==> config.mk <==
export PLATFORM = sky130hd
export DESIGN_NAME = zlib_wrap
export DESIGN_NICKNAME = d
export VERILOG_FILES = /design/src/rtl/png_pkg.sv /design/src/rtl/byte_oreg.sv /design/src/rtl/zlib_wrap.sv
export SDC_FILE = /design/constraint.sdc
export NUM_CORES = 1
export LEC_CHECK = 0
export CAP_MARGIN = 25
export CORE_ASPECT_RATIO = 1.75
export CORE_UTILIZATION = 29
export DETAILED_ROUTE_END_ITERATION = 10
export GPL_TIMING_DRIVEN = 0
export PLACE_DENSITY = 0.6
export SLEW_MARGIN = 20
export SYNTH_ARGS = -nofsm -noshare
export SYNTH_HDL_FRONTEND = slang
export SYNTH_SLANG_ARGS = --single-unit
export TNS_END_PERCENT = 5
==> constraint.sdc <==
create_clock -name clk -period 3.9 [get_ports clk]
set_clock_uncertainty 0.1 [all_clocks]
set_input_delay 0.585 -clock clk [delete_from_list [all_inputs] [get_ports clk]]
set_output_delay 0.585 -clock clk [all_outputs]
set_load 0.02 [all_outputs]
==> src/rtl/png_pkg.sv <==
// Shared definitions for the PNG IDAT path.
// Holds the zlib header constants, byte and word widths, the zlib_wrap
// state encoding, and a helper that picks one Adler-32 byte, MSB first.
package png_pkg;

    localparam int BYTE_WD    = 8;
    localparam int ADLER32_WD = 32;

    // CM=8 (deflate), CINFO=7 (32K window); FLG chosen so the 16-bit
    // header is a multiple of 31 with no preset dictionary.
    localparam logic [BYTE_WD-1:0] ZLIB_CMF = 8'h78;
    localparam logic [BYTE_WD-1:0] ZLIB_FLG = 8'h01;

    typedef enum logic [2:0] {
        ZW_IDLE = 3'd0,
        ZW_HDR0 = 3'd1,
        ZW_HDR1 = 3'd2,
        ZW_DATA = 3'd3,
        ZW_WADL = 3'd4,
        ZW_TRL  = 3'd5,
        ZW_FIN  = 3'd6
    } zw_state_e;

    // Byte idx of an Adler-32 word, idx 0 being the most significant byte.
    function automatic logic [BYTE_WD-1:0] adler_byte(
        input logic [ADLER32_WD-1:0] word,
        input logic [1:0]            idx
    );
        logic [BYTE_WD-1:0] b;
        case (idx)
            2'd0:    b = word[31:24];
            2'd1:    b = word[23:16];
            2'd2:    b = word[15:8];
            default: b = word[7:0];
        endcase
        return b;
    endfunction

endpackage

==> src/rtl/byte_oreg.sv <==
// Single-stage valid/ready output register for an 8-bit byte plus a
// last flag.
// Ports:
//   clk, rstn          clock, asynchronous active-low reset
//   in_val/in_dat/in_lst  byte offered by the producer this cycle
//   ld                 register can take a new byte this cycle
//   out_val/out_dat/out_lst  registered byte towards the consumer
//   out_rdy            consumer accepts out_* this cycle
// Valid/ready: a byte moves on a rising edge where valid and ready are
// both high; while valid is high and ready is low, dat/lst/val hold.
module byte_oreg
    import png_pkg::*;
(
    input  logic               clk,
    input  logic               rstn,
    input  logic               in_val,
    input  logic [BYTE_WD-1:0] in_dat,
    input  logic               in_lst,
    output logic               ld,
    output logic               out_val,
    output logic [BYTE_WD-1:0] out_dat,
    output logic               out_lst,
    input  logic               out_rdy
);

    // The register may reload when it is empty or its byte leaves now.
    assign ld = !out_val || out_rdy;

    always_ff @(posedge clk or negedge rstn) begin
        if (!rstn) begin
            out_val <= 1'b0;
            out_dat <= '0;
            out_lst <= 1'b0;
        end else if (ld) begin
            out_val <= in_val;
            out_lst <= in_val && in_lst;
            if (in_val) begin
                out_dat <= in_dat;
            end
        end
    end

endmodule

==> src/rtl/zlib_wrap.sv <==
// Wraps a raw deflate byte stream in a zlib container: CMF, FLG, the
// deflate bytes unchanged, then the Adler-32 checksum MSB first.
// Ports:
//   clk, rstn                  clock, asynchronous active-low reset
//   start_i                    frame start, taken only when idle
//   din_val_i/din_rdy_o/din_dat_i/din_lst_i  deflate byte input
//   adl_val_i/adl_dat_i        Adler-32 result {s2,s1}, pulse or held
//   dout_val_o/dout_rdy_i/dout_dat_o/dout_lst_o  registered zlib bytes
//   done_o                     one-cycle pulse after the last byte leaves
// Valid/ready: a byte moves on a rising edge where valid and ready are
// both high; while dout_val_o is high and dout_rdy_i is low, dout_* hold.
module zlib_wrap
    import png_pkg::*;
#(
    parameter logic [BYTE_WD-1:0] CMF = ZLIB_CMF,
    parameter logic [BYTE_WD-1:0] FLG = ZLIB_FLG
) (
    input  logic                  clk,
    input  logic                  rstn,
    input  logic                  start_i,
    input  logic                  din_val_i,
    output logic                  din_rdy_o,
    input  logic [BYTE_WD-1:0]    din_dat_i,
    input  logic                  din_lst_i,
    input  logic                  adl_val_i,
    input  logic [ADLER32_WD-1:0] adl_dat_i,
    output logic                  dout_val_o,
    input  logic                  dout_rdy_i,
    output logic [BYTE_WD-1:0]    dout_dat_o,
    output logic                  dout_lst_o,
    output logic                  done_o
);

    // The zlib header check bits require (CMF*256 + FLG) mod 31 == 0.
    if (((int'(CMF) * 256) + int'(FLG)) % 31 != 0) begin : g_bad_fcheck
        $error("zlib_wrap: CMF/FLG pair fails the zlib header check");
    end

    zw_state_e             state, state_nxt;
    logic [1:0]            cnt, cnt_nxt;
    logic [ADLER32_WD-1:0] adl_lat_r;
    logic                  adl_hit_r;
    logic                  done_nxt;

    logic                  ld;
    logic                  push_val;
    logic [BYTE_WD-1:0]    push_dat;
    logic                  push_lst;

    byte_oreg u_oreg (
        .clk     (clk),
        .rstn    (rstn),
        .in_val  (push_val),
        .in_dat  (push_dat),
        .in_lst  (push_lst),
        .ld      (ld),
        .out_val (dout_val_o),
        .out_dat (dout_dat_o),
        .out_lst (dout_lst_o),
        .out_rdy (dout_rdy_i)
    );

    always_ff @(posedge clk or negedge rstn) begin
        if (!rstn) begin
            state  <= ZW_IDLE;
            cnt    <= 2'd0;
            done_o <= 1'b0;
        end else begin
            state  <= state_nxt;
            cnt    <= cnt_nxt;
            done_o <= done_nxt;
        end
    end

    // First Adler value of a frame wins; the latch is re-armed in IDLE.
    always_ff @(posedge clk or negedge rstn) begin
        if (!rstn) begin
            adl_lat_r <= '0;
            adl_hit_r <= 1'b0;
        end else if (state == ZW_IDLE) begin
            adl_hit_r <= 1'b0;
        end else if (adl_val_i && !adl_hit_r) begin
            adl_lat_r <= adl_dat_i;
            adl_hit_r <= 1'b1;
        end
    end

    always_comb begin
        state_nxt = state;
        cnt_nxt   = cnt;
        push_val  = 1'b0;
        push_dat  = '0;
        push_lst  = 1'b0;
        din_rdy_o = 1'b0;
        done_nxt  = 1'b0;
        case (state)
            ZW_IDLE: begin
                if (start_i) state_nxt = ZW_HDR0;
            end
            ZW_HDR0: begin
                if (ld) begin
                    push_val  = 1'b1;
                    push_dat  = CMF;
                    state_nxt = ZW_HDR1;
                end
            end
            ZW_HDR1: begin
                if (ld) begin
                    push_val  = 1'b1;
                    push_dat  = FLG;
                    state_nxt = ZW_DATA;
                end
            end
            ZW_DATA: begin
                din_rdy_o = ld;
                if (din_val_i && ld) begin
                    push_val = 1'b1;
                    push_dat = din_dat_i;
                    if (din_lst_i) state_nxt = ZW_WADL;
                end
            end
            ZW_WADL: begin
                // adl_val_i this cycle is latched on the same edge, so
                // TRL can read adl_lat_r without an extra wait state.
                if (adl_hit_r || adl_val_i) begin
                    cnt_nxt   = 2'd0;
                    state_nxt = ZW_TRL;
                end
            end
            ZW_TRL: begin
                if (ld) begin
                    push_val = 1'b1;
                    push_dat = adler_byte(adl_lat_r, cnt);
                    push_lst = (cnt == 2'd3);
                    cnt_nxt  = cnt + 2'd1;
                    if (cnt == 2'd3) state_nxt = ZW_FIN;
                end
            end
            ZW_FIN: begin
                if (dout_val_o && dout_rdy_i) begin
                    done_nxt  = 1'b1;
                    state_nxt = ZW_IDLE;
                end
            end
            default: state_nxt = ZW_IDLE;
        endcase
    end

endmodule

# Word-level counts from Yosys, hierarchy flattened
# Cells that the tools add are included.
classes:
  bitwise: 1
  eq_ne: 18
  addsub: 1
  muxes: 26
  reduce_logical: 17
ops:
  columns: ["op", "count"]
  rows:
  - ["$pmux 8 s4", 1]
  - ["$mux 3", 9]
  - ["$pmux 8 s3", 1]
  - ["$pmux 3 s7", 1]
  - ["$ne 2x2->1 const B", 9]
  - ["$eq 3x3->1 const B", 3]
  - ["$mux 1", 9]
  - ["$reduce_and 9->1", 1]
  - ["$mux 8", 1]
  - ["$eq 3x2->1 const B", 2]
  - ["$eq 2x2->1 const B", 2]
  - ["$logic_and 1x1->1", 4]
  - ["$mux 2", 2]
  - ["$pmux 2 s2", 1]
  - ["$reduce_and 2->1", 2]
  - ["$reduce_bool 2->1", 2]
  - ["$eq 3x1->1 const B", 1]
  - ["$logic_not 3->1", 1]
  - ["$reduce_and 3->1", 1]
  - ["$reduce_or 3->1", 1]
  - ["$add 2x1->2 const B", 1]
  - ["$eq 2x1->1 const B", 1]
  - ["$logic_not 1->1", 2]
  - ["$logic_not 2->1", 1]
  - ["3 further kinds", 4]
word_totals:
  inputBits: 47
  elab_cells: 71
  output_inout_bits: 12
  ff_bits: 49

# Logic depth before layout (Yosys ltp)
# Gate-level depths: netlist of the first run.
logic_depth:
  ltp_word: 6
  depth_mapped: 7
  mapped_depth_nobuf: 6

# Hierarchy
# Synthesis of the first run repeated with hierarchy kept, for this count alone.
hier_totals:
  cells_unflattened: 192
  hier_area_um2: 2434.8
modules_own_cells:
  columns: ["mod", "seq_area_each_um2", "cells_per_inst", "area_per_inst_um2", "n_inst"]
  rows:
  - ["zlib_wrap", 975.9, 168, 2018.2, 1]
  - ["byte_oreg", 250.2, 24, 416.6, 1]

# Worst setup path after synthesis of the first run
# No wires, ideal clock.
synth_timing:
  path_type: "register to register"
  startpoint: "register cnt[0]"
  endpoint: "register u_oreg.out_dat[3]"
  synth_period_minus_slack_ps: 1849
  path_buffers: 1
  stages_incl_launch_ff: 8
  required_ps: 3675
  arrival_time_ps: 1624
  setup_ps: 125
  setup_slack_ps: 2051
  cell_sequence: "dfrtp_1 inv_1 ha_1 buf_6 a22o_1 a2111oi_2 o2bb2ai_1 mux2_4"
synth_between:
  elab_chain_cells: 3
  word_cells_on_any_way: 5
  cone_classes: "eq/ne (2); mux (2); reduce/logical (1)"
synth_rtl:
  columns: ["element", "line_no", "rtl"]
  rows:
  - ["start: declaration", "zlib_wrap.sv:40", "logic [1:0] cnt, cnt_nxt;"]
  - ["start signal: assignment", "zlib_wrap.sv:70", "cnt <= cnt_nxt;"]
  - ["$eq 2x2->1 (tied with other cells)", "png_pkg.sv:30", "case (idx)"]
  - ["$pmux 8 s3 (*)", "png_pkg.sv:30", null]
  - ["$pmux 8 s4 (*)", "zlib_wrap.sv:96", "case (state)"]
  - ["end signal: assignment", "byte_oreg.sv:38", "out_dat <= in_dat;"]
  - ["end: declaration", "byte_oreg.sv:21", "output logic [BYTE_WD-1:0] out_dat,"]
# Every way passes the cells marked *; elsewhere a longest branch is shown, timed or not.
# A chain may end at the register's enable or synchronous reset.

# Worst setup path after layout of the first run
layout_timing:
  startpoint: "input port dout_rdy_i"
  endpoint: "output port din_rdy_o"
layout_between:
  elab_chain_cells: 2
layout_rtl:
  columns: ["element", "line_no", "rtl"]
  rows:
  - ["start: declaration", "zlib_wrap.sv:28", "input logic dout_rdy_i,"]
  - ["$logic_or 1x1->1", "byte_oreg.sv:27", "assign ld = !out_val || out_rdy;"]
  - ["$mux 1", "zlib_wrap.sv:96", null]
  - ["end: declaration", "zlib_wrap.sv:22", "output logic din_rdy_o,"]
# No other way between the ends.

==> flow_metrics.py, run 1 <==
metrics = {
    "finish": {
        "drive_above_1_share_pct": 17.1,
        "fillers": 764,
        "layout_commonest_cell": "clkdlybuf4s50_1",
        "area_growth_pct": 35.7,
        "antennaDiodeCount": 0,
        "final_cell_mix": "57 x clkdlybuf4s50_1, 49 x dfrtp_1, 20 x mux2_1, 16 x mux2_2, 10 x a21oi_1",
        "final_cell_area_mm2": 0.00322,
        "fin_util_pct": 40.8,
        "nNetsFinal": 302,
    },
    "setup_path": {
        "critPathMaxStageDelay_ns": 0.62,
        "cp_max_fo": 5,
        "crit_arrival_ns": 2.15,
        "start_kind": "primary input",
        "worstPathRequired_ns": 3.21,
        "endpoint_kind": "output pin",
        "cp_num_buf_inv": 2,
        "cpMaxStageDelayCell": "clkdlybuf4s50_1",
        "crit_top_cell": "clkdlybuf4s50_1",
        "path_cells": "clkdlybuf4s50_1 > and2b_2 > nor2_1 > clkdlybuf4s50_1",
        "path_class": "in2out",
        "critPathTopFamily": "buffers and inverters",
    },
    "clock_tree": {
        "h-tree-depth": 2,
        "clk_pin_slew_ns": 0.06,
        "cts_buffers": 5,
        "cts_setup_buffers": 0,
        "cts.sinks": 49,
        "clockBufferDepth": 2,
        "cts-root-buf": "clkbuf_16",
        "post_cts_resized": 0,
        "clock_latency_ns": 0.29,
        "cts_tree": "built",
        "ctsHoldBuffers": 0,
    },
    "timing": {
        "setup_violations": 0,
        "layout_setup_ws_ns": 1.07,
        "worstMarginPinSlew_ns": 0.486,
        "relSlewSlack_pct": 67.6,
        "period_share_pct": 72.6,
        "period_needed_ns": 2.83,
        "setup_tns_ns": 0,
        "hold_violations": 0,
        "drv_slew": 0,
        "whs_ns": 0.150,
        "rsz0062_at_grt": "false",
        "fmax_mhz": 353,
    },
    "grt": {
        "grt_max_degree": 31,
        "grt_pass1_vias": 1787,
        "grt_pass1_wl_um": 9430,
        "grtUsageTotal_pct": 14.8,
        "grt_overflow": 0,
        "antenna_found_initial": 0,
    },
    "logic_synthesis": {
        "syn_inst": 185,
        "synth_top_area_share_pct": 51.6,
        "synth-seq-cells": 49,
        "synth_top_cell_by_area": "dfrtp_1",
        "ys_seq_area_share_pct": 51.6,
        "synth_fp_nets": 236,
        "syn_area_mm2": 0.00238,
        "ys_warn_count": 0,
        "synthDistinctLibCells": 41,
        "synth_edf_count": 0,
        "synth.avg_cell_area_um2": 12.8,
        "synthFlopType": "dfrtp_1",
        "async_flop_share_pct": 100,
        "yosys-top-cells-area": "dfrtp_1 52%, mux2_1 9.5%, mux2_2 7.6%",
    },
    "routing": {
        "drtIter0Drc": 146,
        "drc": 0,
        "vias_per_cell": 5.08,
        "vias": 1738,
        "wl_per_cell_um": 17.7,
        "finalWirelength_um": 6050,
        "first_pass_iters": 5,
        "ant_nets": 0,
    },
    "floorplan": {
        "fp.dieH_um": 122,
        "die_w_um": 70.4,
        "coreArea_mm2": 0.00791,
        "ioPinCount": 59,
        "start_util_pct": 30.0,
        "rows": 43,
        "die-area_mm2": 0.00857,
    },
    "outcome": {
        "outcome": "complete, no violations",
    },
    "placement": {
        "place_congestion": 0.740,
        "hpwl_um": 4600,
        "dpl_worst_slack_ns": 1.06,
        "io_buffers": 58,
        "dpl-instance-area_mm2": 0.00308,
    },
    "min_path": {
        "holdCritPathClass": "in2async",
    },
    "power_and_ir_drop": {
        "power.leakage_nw": 1.35,
        "ir_drop_mv": 0.248,
        "power-per-cell-area_mw_per_mm2": 734,
    },
    "run": {
        "max-cap-violations": 0,
    },
}
==> per-layer routing <==
layer	track usage, %	routed length [µm]
met1	15.5	2230
met2	28.6	3540
met3	2.40	175
met4	6.00	109
met5	0	0
==> power by group <==
part	total [W]	switching, W	internal, W
Clock	0.000419	0.000184	0.000236
Sequential	0.000897	0.000147	0.000751
Combinational	0.00105	0.000509	0.000539
Total	0.00237	0.000839	0.00153
==> synthesized netlist by cell type, drive strengths merged (3+ instances only) <==
cell / instances
and2: 4
a21oi: 10
nor3: 3
ha: 4
a222oi: 6
a22o: 5
o32a: 3
mux2: 37
inv: 6
and2b: 3
nor2b: 3
buf: 11
o21ai: 11
dfrtp: 49
nor2: 5
==> path summary, 6_finish.rpt <==
check	start	endpoint	slack [ns]	cells past startpoint
min in group clk	adl_lat_r[15]	adl_lat_r[15]	0.39	1
hold reg to reg	adl_lat_r[15]	adl_lat_r[15]	0.39	1
max in group asynchronous	rstn	u_oreg.out_dat[2]	3.02	2
setup / recovery	dout_rdy_i	din_rdy_o	1.07	4
setup reg to reg	cnt[0]	u_oreg.out_dat[7]	1.74	7
hold / removal	rstn	adl_lat_r[21]	0.15	1
==> through the flow <==
step           cells  power [W]
2_1_floorplan    185    0.00160
3_3_place_gp     333    0.00193
3_5_place_dp     334    0.00196
4_1_cts          342    0.00239
5_1_grt          342    0.00252
6_report         342    0.00237
==> final cells by class <==
| class | instances | area (µm²) | share of cell area [%] |
|---|---|---|---|
| inverter | 6 | 22.5 | 0.699 |
| buffer | 12 | 100 | 3.11 |
| multi-input combinational | 118 | 1030 | 31.9 |
| timing repair buffer | 59 | 596 | 18.5 |
| tap | 90 | 113 | 3.49 |
| clock inverter | 2 | 10.0 | 0.311 |
| sequential | 49 | 1230 | 38.0 |
| clock buffer | 6 | 129 | 4.00 |
==> worst reg2reg max path, delay by kind of cell (launching register included) <==
| family | cells | cell delay, ns |
|---|---|---|
| adder cells (fa/ha/maj) | 1 | 0.21 |
| buffers and inverters | 2 | 0.22 |
| AO/OA/AOI/OAI | 3 | 0.85 |
| multiplexers | 1 | 0.25 |
| flip-flops | 1 | 0.42 |
==> cells by family after synthesis <==
logic type	after synthesis	synth area share, %
flip-flops	49	51.6
AO/OA/AOI/OAI	48	14.9
multiplexers	37	17.7
AND/OR/NAND/NOR	29	8.53
buffers and inverters	18	5.16
adder cells (fa/ha/maj)	4	2.11
==> sequential cells by signal, summed over array words and instances, names as in the netlist <==
name and cells:
adl_hit_r 1, u_oreg.out_val 1, cnt 2, u_oreg.out_lst 1, done_o 1, state 3
adl_lat_r 32, u_oreg.out_dat 8
Note: power is estimated with default switching activity, not from simulation.
==> inputs of run 2 (changes only) <==
--- a/config.mk
+++ b/config.mk
@@ -10,7 +10,7 @@
 export CORE_UTILIZATION = 29
 export DETAILED_ROUTE_END_ITERATION = 10
 export GPL_TIMING_DRIVEN = 0
-export PLACE_DENSITY = 0.6
+export PLACE_DENSITY = 0.62
 export SLEW_MARGIN = 20
 export SYNTH_ARGS = -nofsm -noshare
 export SYNTH_HDL_FRONTEND = slang
==> constraint.sdc (replaced) <==
create_clock -name clk -period 2.3 [get_ports clk]
set_clock_uncertainty 0.1 [all_clocks]
set_input_delay 0.345 -clock clk [delete_from_list [all_inputs] [get_ports clk]]
set_output_delay 0.345 -clock clk [all_outputs]
set_load 0.02 [all_outputs]
==> flow_metrics.py, run 2 (synthesis results as in run 1) <==
metrics = {
    "outcome": {
        "outcome": "complete, no violations",
    },
    "setup_path": {
        "crit_arrival_ns": 2.25,
        "path_class": "reg2reg",
        "endpoint_kind": "flip-flop",
        "path_cells": "inv_1 > ha_1 > buf_6 > a222oi_1 > a21oi_1 > a22o_1 > mux2_2",
        "cpMaxStageDelayCell": "a222oi_1",
        "start_kind": "flip-flop",
        "critPathMaxStageDelay_ns": 0.53,
        "worstPathRequired_ns": 2.38,
        "cp_max_fo": 8,
    },
    "clock_tree": {
        "clock_latency_ns": 0.29,
        "h-tree-depth": 2,
        "clk_pin_slew_ns": 0.06,
        "cts_tree": "built",
        "cts-root-buf": "clkbuf_16",
        "clockBufferDepth": 2,
        "cts.sinks": 49,
        "cts_buffers": 5,
    },
    "timing": {
        "fmax_mhz": 461,
        "setup_violations": 0,
        "period_share_pct": 94.4,
        "relSlewSlack_pct": 60.6,
        "period_needed_ns": 2.17,
        "drv_slew": 0,
        "hold_violations": 0,
        "worstMarginPinSlew_ns": 0.590,
        "rsz0062_at_grt": "false",
        "setup_tns_ns": 0,
    },
    "routing": {
        "wl_per_cell_um": 17.6,
        "drc": 0,
        "vias": 1769,
        "vias_per_cell": 5.13,
        "drtIter0Drc": 107,
        "ant_nets": 0,
        "first_pass_iters": 4,
        "finalWirelength_um": 6060,
    },
    "finish": {
        "final_cell_area_mm2": 0.00324,
        "largest_register_ffs": 32,
        "largest-register": "adl_lat_r",
        "top_regs": "adl_lat_r x32, u_oreg.out_dat x8, state x3",
        "drive_above_1_share_pct": 16.9,
        "fillers": 758,
        "layout_commonest_cell": "clkdlybuf4s50_1",
        "nNetsFinal": 305,
        "regArea_mm2": 0.00123,
        "final_cell_mix": "56 x clkdlybuf4s50_1, 49 x dfrtp_1, 20 x mux2_1, 16 x mux2_2, 10 x a21oi_1",
        "multiInputGateArea_mm2": 0.00103,
        "area_growth_pct": 36.5,
        "antennaDiodeCount": 0,
    },
    "power_and_ir_drop": {
        "power-per-cell-area_mw_per_mm2": 1240,
        "ir_drop_mv": 0.561,
        "power.leakage_nw": 1.36,
    },
    "min_path": {
        "holdCritPathClass": "reg2reg",
    },
    "grt": {
        "grt_overflow": 0,
        "antenna_found_initial": 0,
        "grt_max_degree": 26,
        "grt_pass1_vias": 1799,
        "grt_pass1_wl_um": 9520,
        "grtUsageTotal_pct": 15.0,
    },
    "run": {
        "max-cap-violations": 0,
    },
    "floorplan": {
        "start_util_pct": 30.0,
        "fp.dieH_um": 122,
        "ioPinCount": 59,
        "coreArea_mm2": 0.00791,
        "rows": 43,
        "die_w_um": 70.4,
        "die-area_mm2": 0.00857,
    },
    "placement": {
        "hpwl_um": 4610,
        "io_buffers": 58,
        "dpl-instance-area_mm2": 0.00308,
        "place_congestion": 0.787,
    },
}
==> run 2: cell count changes in the layout (fill, tap and decap cells not counted), sizes merged <==
| cell | before | now |
|---|---|---|
| dlygate4sd2 | 0 | 1 |
| buf | 13 | 15 |
| clkdlybuf4s50 | 57 | 56 |
| clkinv | 2 | 0 |
| dlygate4sd3 | 0 | 1 |
| clkbuf | 7 | 9 |
==> run 2: final timing paths <==
check | from | endpoint | slack, ns | cells after the start
worst max-delay path | cnt[0] | u_oreg.out_dat[7] | 0.13 | 7
worst min-delay path | adl_lat_r[16] | adl_lat_r[16] | 0.39 | 1
worst max register to register | cnt[0] | u_oreg.out_dat[7] | 0.13 | 7
worst min register to register | adl_lat_r[16] | adl_lat_r[16] | 0.39 | 1
max in group asynchronous | rstn | u_oreg.out_dat[1] | 1.06 | 3
min in group asynchronous | rstn | adl_lat_r[13] | 0.49 | 2
==> run 2: cell type report <==
| class | count | area share [%] |
|---|---|---|
| buffer | 12 | 3.09 |
| clock buffer | 8 | 4.20 |
| inverter | 6 | 0.694 |
| multi-input combinational | 118 | 31.7 |
| sequential | 49 | 37.8 |
| tap | 90 | 3.47 |
| timing repair buffer | 62 | 19.1 |
==> run 2: layer usage <==
metal	wire length, µm	vias up	GRT usage (%)	part of all wire (%)
met5	0	-	0	0
met4	174	0	8.00	2.9
met3	199	9	2.56	3.3
met2	3530	44	28.7	58
met1	2150	892	15.0	36
li1	-	824	-	-
==> run 2: critical path, delay by kind of cell, from the launching register on <==
kind	cells	cell delay, ns
AO/OA/AOI/OAI	3	0.89
adder cells (fa/ha/maj)	1	0.21
buffers and inverters	2	0.22
flip-flops	1	0.40
multiplexers	1	0.25
==> run 2: repair_timing <==
action / 4_1_cts / 5_1_grt
buffers inserted: 0 / 2
hold buffers: 1 / 0
setup endpoints to repair: 1 / 1
endpoints found under the hold margin: 24 / 0
resized for setup: 1 / 0
pin swaps: 0 / 1
==> run 2: per-stage QoR <==
step	worst slack (ns)	std cells	total power (W)	utilization (%)	hold WS (ns)
after floorplan	0.451	185	0.00271	-	-0.0506
after global placement	-0.649	333	0.00327	38.8	0.366
after detailed placement	-0.0815	334	0.00333	39.0	0.282
after CTS	0.108	343	0.00405	40.8	0.388
after global routing	0.0140	345	0.00430	41.0	0.397
final	0.129	345	0.00402	41.0	0.387
==> run 2: power by group <==
group,leakage (nW),switching [W],internal (W)
logic,0.703,0.000860,0.000929
registers,0.592,0.000260,0.00127
clock network,0.0652,0.000295,0.000405
total,1.36,0.00141,0.00261
